$ cat config.mk
export PLATFORM = sky130hd
export DESIGN_NAME = i2c_target_regfile
export DESIGN_NICKNAME = d
export VERILOG_FILES = /design/src/rtl/i2c_pkg.sv /design/src/rtl/i2c_sync_edge.sv /design/src/rtl/i2c_target_regfile.sv
export SDC_FILE = /design/constraint.sdc
export NUM_CORES = 1
export LEC_CHECK = 0
export CORE_MARGIN = 10
export CORE_UTILIZATION = 55
export DETAILED_ROUTE_END_ITERATION = 12
export GPL_TIMING_DRIVEN = 0
export PLACE_DENSITY = 0.79
export RECOVER_POWER = 25
export SLEW_MARGIN = 20
export SYNTH_ARGS = -nofsm -noshare
export SYNTH_HDL_FRONTEND = slang
export SYNTH_SLANG_ARGS = --single-unit
$ cat constraint.sdc
create_clock -name clk -period 2.55 [get_ports clk]
set_input_delay 0.51 -clock clk [delete_from_list [all_inputs] [get_ports clk]]
set_output_delay 0.51 -clock clk [all_outputs]
set_load 0.01 [all_outputs]
$ cat src/rtl/i2c_pkg.sv
// i2c_pkg: shared I2C constants and target FSM state encoding
package i2c_pkg;
  localparam int I2C_ADDR_W = 7;
  localparam int I2C_BYTE_W = 8;
  localparam logic ACK = 1'b0;
  localparam logic NACK = 1'b1;
  typedef enum logic [3:0] {
    IDLE, ADDR, ADDR_ACK, PTR, PTR_ACK, WDATA, WDATA_ACK, RDATA, RD_ACK, WAIT_STOP
  } state_t;
endpackage

$ cat src/rtl/i2c_sync_edge.sv
// i2c_sync_edge: synchronises SCL/SDA and emits registered edge, START and STOP pulses
module i2c_sync_edge #(
  parameter int SYNC_STAGES = 2
) (
  input  logic clk,
  input  logic rst,
  input  logic scl_i,
  input  logic sda_i,
  output logic sda,
  output logic scl_rise,
  output logic scl_fall,
  output logic start,
  output logic stop
);
  logic [SYNC_STAGES-1:0] scl_s, sda_s;
  logic scl_h, sda_h, scl_n, sda_n, sda_rise, sda_fall;
  assign scl_n = scl_s[SYNC_STAGES-1];
  assign sda_n = sda_s[SYNC_STAGES-1];
  assign sda_rise = sda_n & ~sda_h;
  assign sda_fall = ~sda_n & sda_h;
  // idle bus is high, so reset to 1 to avoid spurious edges leaving reset
  always_ff @(posedge clk) begin
    if (rst) begin
      scl_s <= '1;
      sda_s <= '1;
      scl_h <= 1'b1;
      sda_h <= 1'b1;
      sda <= 1'b1;
      scl_rise <= 1'b0;
      scl_fall <= 1'b0;
      start <= 1'b0;
      stop <= 1'b0;
    end else begin
      scl_s <= {scl_s[SYNC_STAGES-2:0], scl_i};
      sda_s <= {sda_s[SYNC_STAGES-2:0], sda_i};
      scl_h <= scl_n;
      sda_h <= sda_n;
      sda <= sda_n;
      scl_rise <= scl_n & ~scl_h;
      scl_fall <= ~scl_n & scl_h;
      start <= sda_fall & scl_n & scl_h;
      stop <= sda_rise & scl_n & scl_h;
    end
  end
endmodule

$ cat src/rtl/i2c_target_regfile.sv
// i2c_target_regfile: oversampled I2C target serving a register file with auto-incrementing pointer
module i2c_target_regfile
  import i2c_pkg::*;
#(
  parameter int NUM_REGS = 16,
  parameter int SYNC_STAGES = 2,
  parameter logic [I2C_BYTE_W-1:0] RESET_VAL = 8'h55,
  localparam int PW = $clog2(NUM_REGS)
) (
  input  logic clk,
  input  logic rst,
  input  logic [I2C_ADDR_W-1:0] own_addr,
  input  logic scl_i,
  input  logic sda_i,
  output logic sda_oe,
  output logic wr_stb,
  output logic [PW-1:0] wr_addr,
  output logic [I2C_BYTE_W-1:0] data_out,
  output logic busy
);
  state_t state, state_n;
  logic sda, scl_rise, scl_fall, start, stop, match, rw, full;
  logic [3:0] bitcnt;
  logic [6:0] sh, rd_sh;
  logic [I2C_BYTE_W-1:0] rx_byte, rd_cur;
  logic [PW-1:0] ptr;
  logic [I2C_BYTE_W-1:0] regs [NUM_REGS];
  i2c_sync_edge #(.SYNC_STAGES(SYNC_STAGES)) u_sync (
    .clk(clk), .rst(rst), .scl_i(scl_i), .sda_i(sda_i), .sda(sda),
    .scl_rise(scl_rise), .scl_fall(scl_fall), .start(start), .stop(stop)
  );
  assign rx_byte = {sh, sda};
  assign rd_cur = regs[ptr];
  assign full = bitcnt == 4'd8;
  always_ff @(posedge clk) state <= rst ? IDLE : state_n;
  always_comb begin
    state_n = state;
    if (stop) state_n = IDLE;
    else if (start) state_n = ADDR;
    else case (state)
      ADDR: if (scl_fall && full) state_n = match ? ADDR_ACK : WAIT_STOP;
      ADDR_ACK: if (scl_fall) state_n = rw ? RDATA : PTR;
      PTR: if (scl_fall && full) state_n = PTR_ACK;
      PTR_ACK, WDATA_ACK: if (scl_fall) state_n = WDATA;
      WDATA: if (scl_fall && full) state_n = WDATA_ACK;
      RDATA: if (scl_fall && full) state_n = RD_ACK;
      RD_ACK: state_n = (scl_rise && sda != ACK) ? WAIT_STOP : scl_fall ? RDATA : RD_ACK;
      default: ;
    endcase
  end
  always_ff @(posedge clk) begin
    if (rst) begin
      sda_oe <= 1'b0;
      wr_stb <= 1'b0;
      wr_addr <= '0;
      data_out <= '0;
      busy <= 1'b0;
      ptr <= '0;
      bitcnt <= '0;
      sh <= '0;
      rd_sh <= '0;
      match <= 1'b0;
      rw <= 1'b0;
      for (int i = 0; i < NUM_REGS; i++) regs[i] <= RESET_VAL;
    end else begin
      wr_stb <= 1'b0;
      if (stop) begin
        sda_oe <= 1'b0;
        busy <= 1'b0;
      end else if (start) begin
        sda_oe <= 1'b0;
        bitcnt <= '0;
      end else case (state)
        ADDR, PTR, WDATA: begin
          if (scl_rise && !full) begin
            sh <= rx_byte[6:0];
            bitcnt <= bitcnt + 4'd1;
            if (state == ADDR && bitcnt == 4'd6) match <= rx_byte[6:0] == own_addr;
            if (state == ADDR && bitcnt == 4'd7) rw <= sda;
            if (state == PTR && bitcnt == 4'd7) ptr <= rx_byte[PW-1:0];
            if (state == WDATA && bitcnt == 4'd7) begin
              regs[ptr] <= rx_byte;
              wr_stb <= 1'b1;
              wr_addr <= ptr;
              data_out <= rx_byte;
              ptr <= ptr + PW'(1);
            end
          end
          if (scl_fall && full) begin
            sda_oe <= state != ADDR || match;
            if (state == ADDR) busy <= match;
          end
        end
        ADDR_ACK: if (scl_fall) begin
          bitcnt <= '0;
          sda_oe <= rw & ~rd_cur[7];
          rd_sh <= rd_cur[6:0];
        end
        PTR_ACK, WDATA_ACK: if (scl_fall) begin
          bitcnt <= '0;
          sda_oe <= 1'b0;
        end
        // read pointer advances once the byte is fully shifted out, before the master's ACK/NACK
        RDATA: begin
          if (scl_rise && !full) bitcnt <= bitcnt + 4'd1;
          if (scl_fall) begin
            sda_oe <= full ? 1'b0 : ~rd_sh[6];
            rd_sh <= {rd_sh[5:0], 1'b0};
            if (full) ptr <= ptr + PW'(1);
          end
        end
        RD_ACK: if (scl_rise && sda == NACK) busy <= 1'b0;
          else if (scl_fall) begin
            bitcnt <= '0;
            sda_oe <= ~rd_cur[7];
            rd_sh <= rd_cur[6:0];
          end
        default: sda_oe <= 1'b0;
      endcase
    end
  end
endmodule

==> metrics.cfg <==
[outcome]
status = completed

[floorplan]
start_util_pct = 56.31
dieWidth_um = 145.0
die-height_um = 145.0
io_pins = 26
num_rows = 45
dieArea_um2 = 21020
core_um2 = 15260

[yosys]
ys_ff_latch = 185
yosysSeqAreaShare_pct = 58.02
syn-num-nets = 774
synth.area.top_cells = edfxtp_1 45%, dfxtp_1 13%, nand2_1 5.3%
syn_area_um2 = 8592
ys_warn_count = 0
yosysMostFrequentCell = edfxtp_1
synth_cells = 756
synth-edff-count = 128
yosysTopAreaCell = edfxtp_1
avgSynthCellArea_um2 = 11.37
synth_flop_cell = edfxtp_1
synth.distinct_cells = 60
async_reset_ff_share_pct = 0
synthTopCellsByCount = 128 x edfxtp_1, 121 x nand2_1, 89 x nor2_1
synth_top_area_share_pct = 44.74

[timing]
setup_violations = 0
post-route-period-util_pct = 98.48
finClkSkew_ns = 0.007305
fin_setup_tns_ns = 0
drv_slew = 0
slew_headroom_pct = 30.62
worst_pin_slew_ns = 1.041
max_freq_ghz = 0.3982
layout_min_cycle_time_ns = 2.511
final_hold_viol_count = 0
setup_ws_ns = 0.03868
timing.hold.ws_ns = 0.4144

[place]
dp.cells = 992
dp_hpwl_um = 15250
place_congestion = 0.9228
dpl_worst_slack_ns = -0.9107
port-buffer-count = 25
place_area_um2 = 9106

[detailed_routing]
num_vias = 6395
vias_per_cell = 6.161
drtAntennaViolNets = 0
drtPass1Iterations = 6
drc = 0
drtIter0Drc = 915
wl_um = 22540
post_drt_wl_per_cell_um = 21.71

[global_routing]
grt_pass1_vias = 6296
grt_first_pass_wirelength_um = 35270
antenna_found_initial = 0
grt-ovfl-total = 0
grt_usage_pct = 21.17
grt_max_degree = 17

[job]
cap_viol_max_count = 0

[cells_and_area]
diodes = 0
nets = 832
stdcell_area_um2 = 10030
drive_above_1_share_pct = 16.93
utilization_pct = 65.72
fin_cells = 1038
syn_to_final_growth_pct = 16.72

[critical_path]
crit_chain = buf_6 > or3_4 > nor4_4 > buf_4 > and3_1 > buf_2 > a21o_2
critPathMaxFanout = 9
arrival_ns = 2.63
required_ns = 2.67
crit_slowest_cell = or3_4
critPathKind = reg2reg
critical_path.max_stage_delay_ns = 0.44
cp-end-kind = register
crit_path_start_kind = register

[clock_network]
cts_sinks = 185
insertion_delay_ns = 0.44
htree_levels = 4
numCtsBuffers = 17
cts_tree = done
ctsRootBufferMaster = clkbuf_16
clk_path_buf_depth = 2
clkTransAtPathRegs_ns = 0.06

[power_and_ir_drop]
power.total_mw = 5.969
vdd_ir_drop_max_mv = 0.5077
p_leak_nw = 3.089
power_density_nw_per_um2 = 595.2

[min_path]
hold_path_class = reg2reg

-- critical path: cells and delay by family, from the launching register on --
family | cells | cell delay [ns]
flip-flops | 1 | 0.31
AO/OA/AOI/OAI | 1 | 0.33
AND/OR/NAND/NOR | 3 | 0.97
buffers and inverters | 3 | 0.59
-- sequential cells by signal, summed over array words and instances (netlist names), 2 cells and up, named ones only --
register and cells:
u_sync.sda_s 2, regs 128, state 4, ptr 4, bitcnt 4, u_sync.scl_s 2
rd_sh 7, wr_addr 4, sh 7, data_out 8
-- cell type report --
cell class | instances | area (µm²)
Inverter | 7 | 26.28
Timing Repair Buffer | 40 | 412.9
Multi-Input combinational cell | 504 | 3450
Buffer | 59 | 319.1
Fill cell | 1144 | 5230
Clock buffer | 22 | 506.7
Sequential cell | 185 | 4987
Clock inverter | 10 | 62.56
Tap cell | 211 | 264.0
-- per-layer routing --
layer,vias to the layer above,wire length [µm],part of all wire [%],GRT usage (%)
li1,2829,-,-,-
met1,3140,8910,40,26.89
met2,357,10840,48,33.68
met3,69,2036,9.0,5.309
met4,0,754,3.3,9.091
met5,-,0,0,0
-- report_power, final --
group / total [mW] / internal (mW) / switching (mW)
Combinational: 0.193 / 0.0790 / 0.114
Sequential: 3.25 / 3.24 / 0.0140
Clock: 2.53 / 1.41 / 1.12
Total: 5.97 / 4.73 / 1.24
-- logic make-up after synthesis --
logic type	synth area share [%]
AOI/OAI and AO/OA	8.373
muxes	9.990
buffers and inverters	3.946
and+or+nand+nor	17.74
DFF	58.02
adders and majority gates	1.019
xor gates and xnor gates	0.9175
-- final timing paths --
check / cells after the start / to / startpoint / slack, ns
worst min register to register: 1 / u_sync.sda_s[1] / u_sync.sda_s[0] / 0.41
worst max-delay path: 7 / regs[12][0] / u_sync.start / 0.04
worst min-delay path: 1 / u_sync.sda_s[1] / u_sync.sda_s[0] / 0.41
worst max register to register: 7 / regs[12][0] / u_sync.start / 0.04
-- cell usage in the layout (no fill, tap or decap), types with 5 or more instances in the layout --
cell type and count:
nand2_1 121, buf_6 8, buf_4 17, o21bai_4 7
a21oi_1 37, nand3b_1 5, inv_1 8, buf_2 12
a31oi_1 5, nor2b_1 13, clkbuf_1 26, mux2i_1 34
nor3_1 8, buf_1 8, or2_2 8, mux2_2 6
edfxtp_1 128, nand2b_1 9, clkbuf_16 19, nor2_1 89
xnor2_1 6, ha_1 6, nand4_1 5, dfxtp_1 55
mux4_2 20, a22oi_1 12, o21ai_0 9, nand3_1 18
a21o_4 5, a311oi_1 9, and3_1 10, clkdlybuf4s50_1 25
-- timing repair --
item / 4_1_cts / 5_1_grt
buffers inserted: 7 / 8
pin swaps: 5 / 4
gates resized for setup: 30 / 16
hold buffers: 0 / 0
setup endpoints to repair: 120 / 121
No activity file was read; power rests on OpenSTA's default activity.
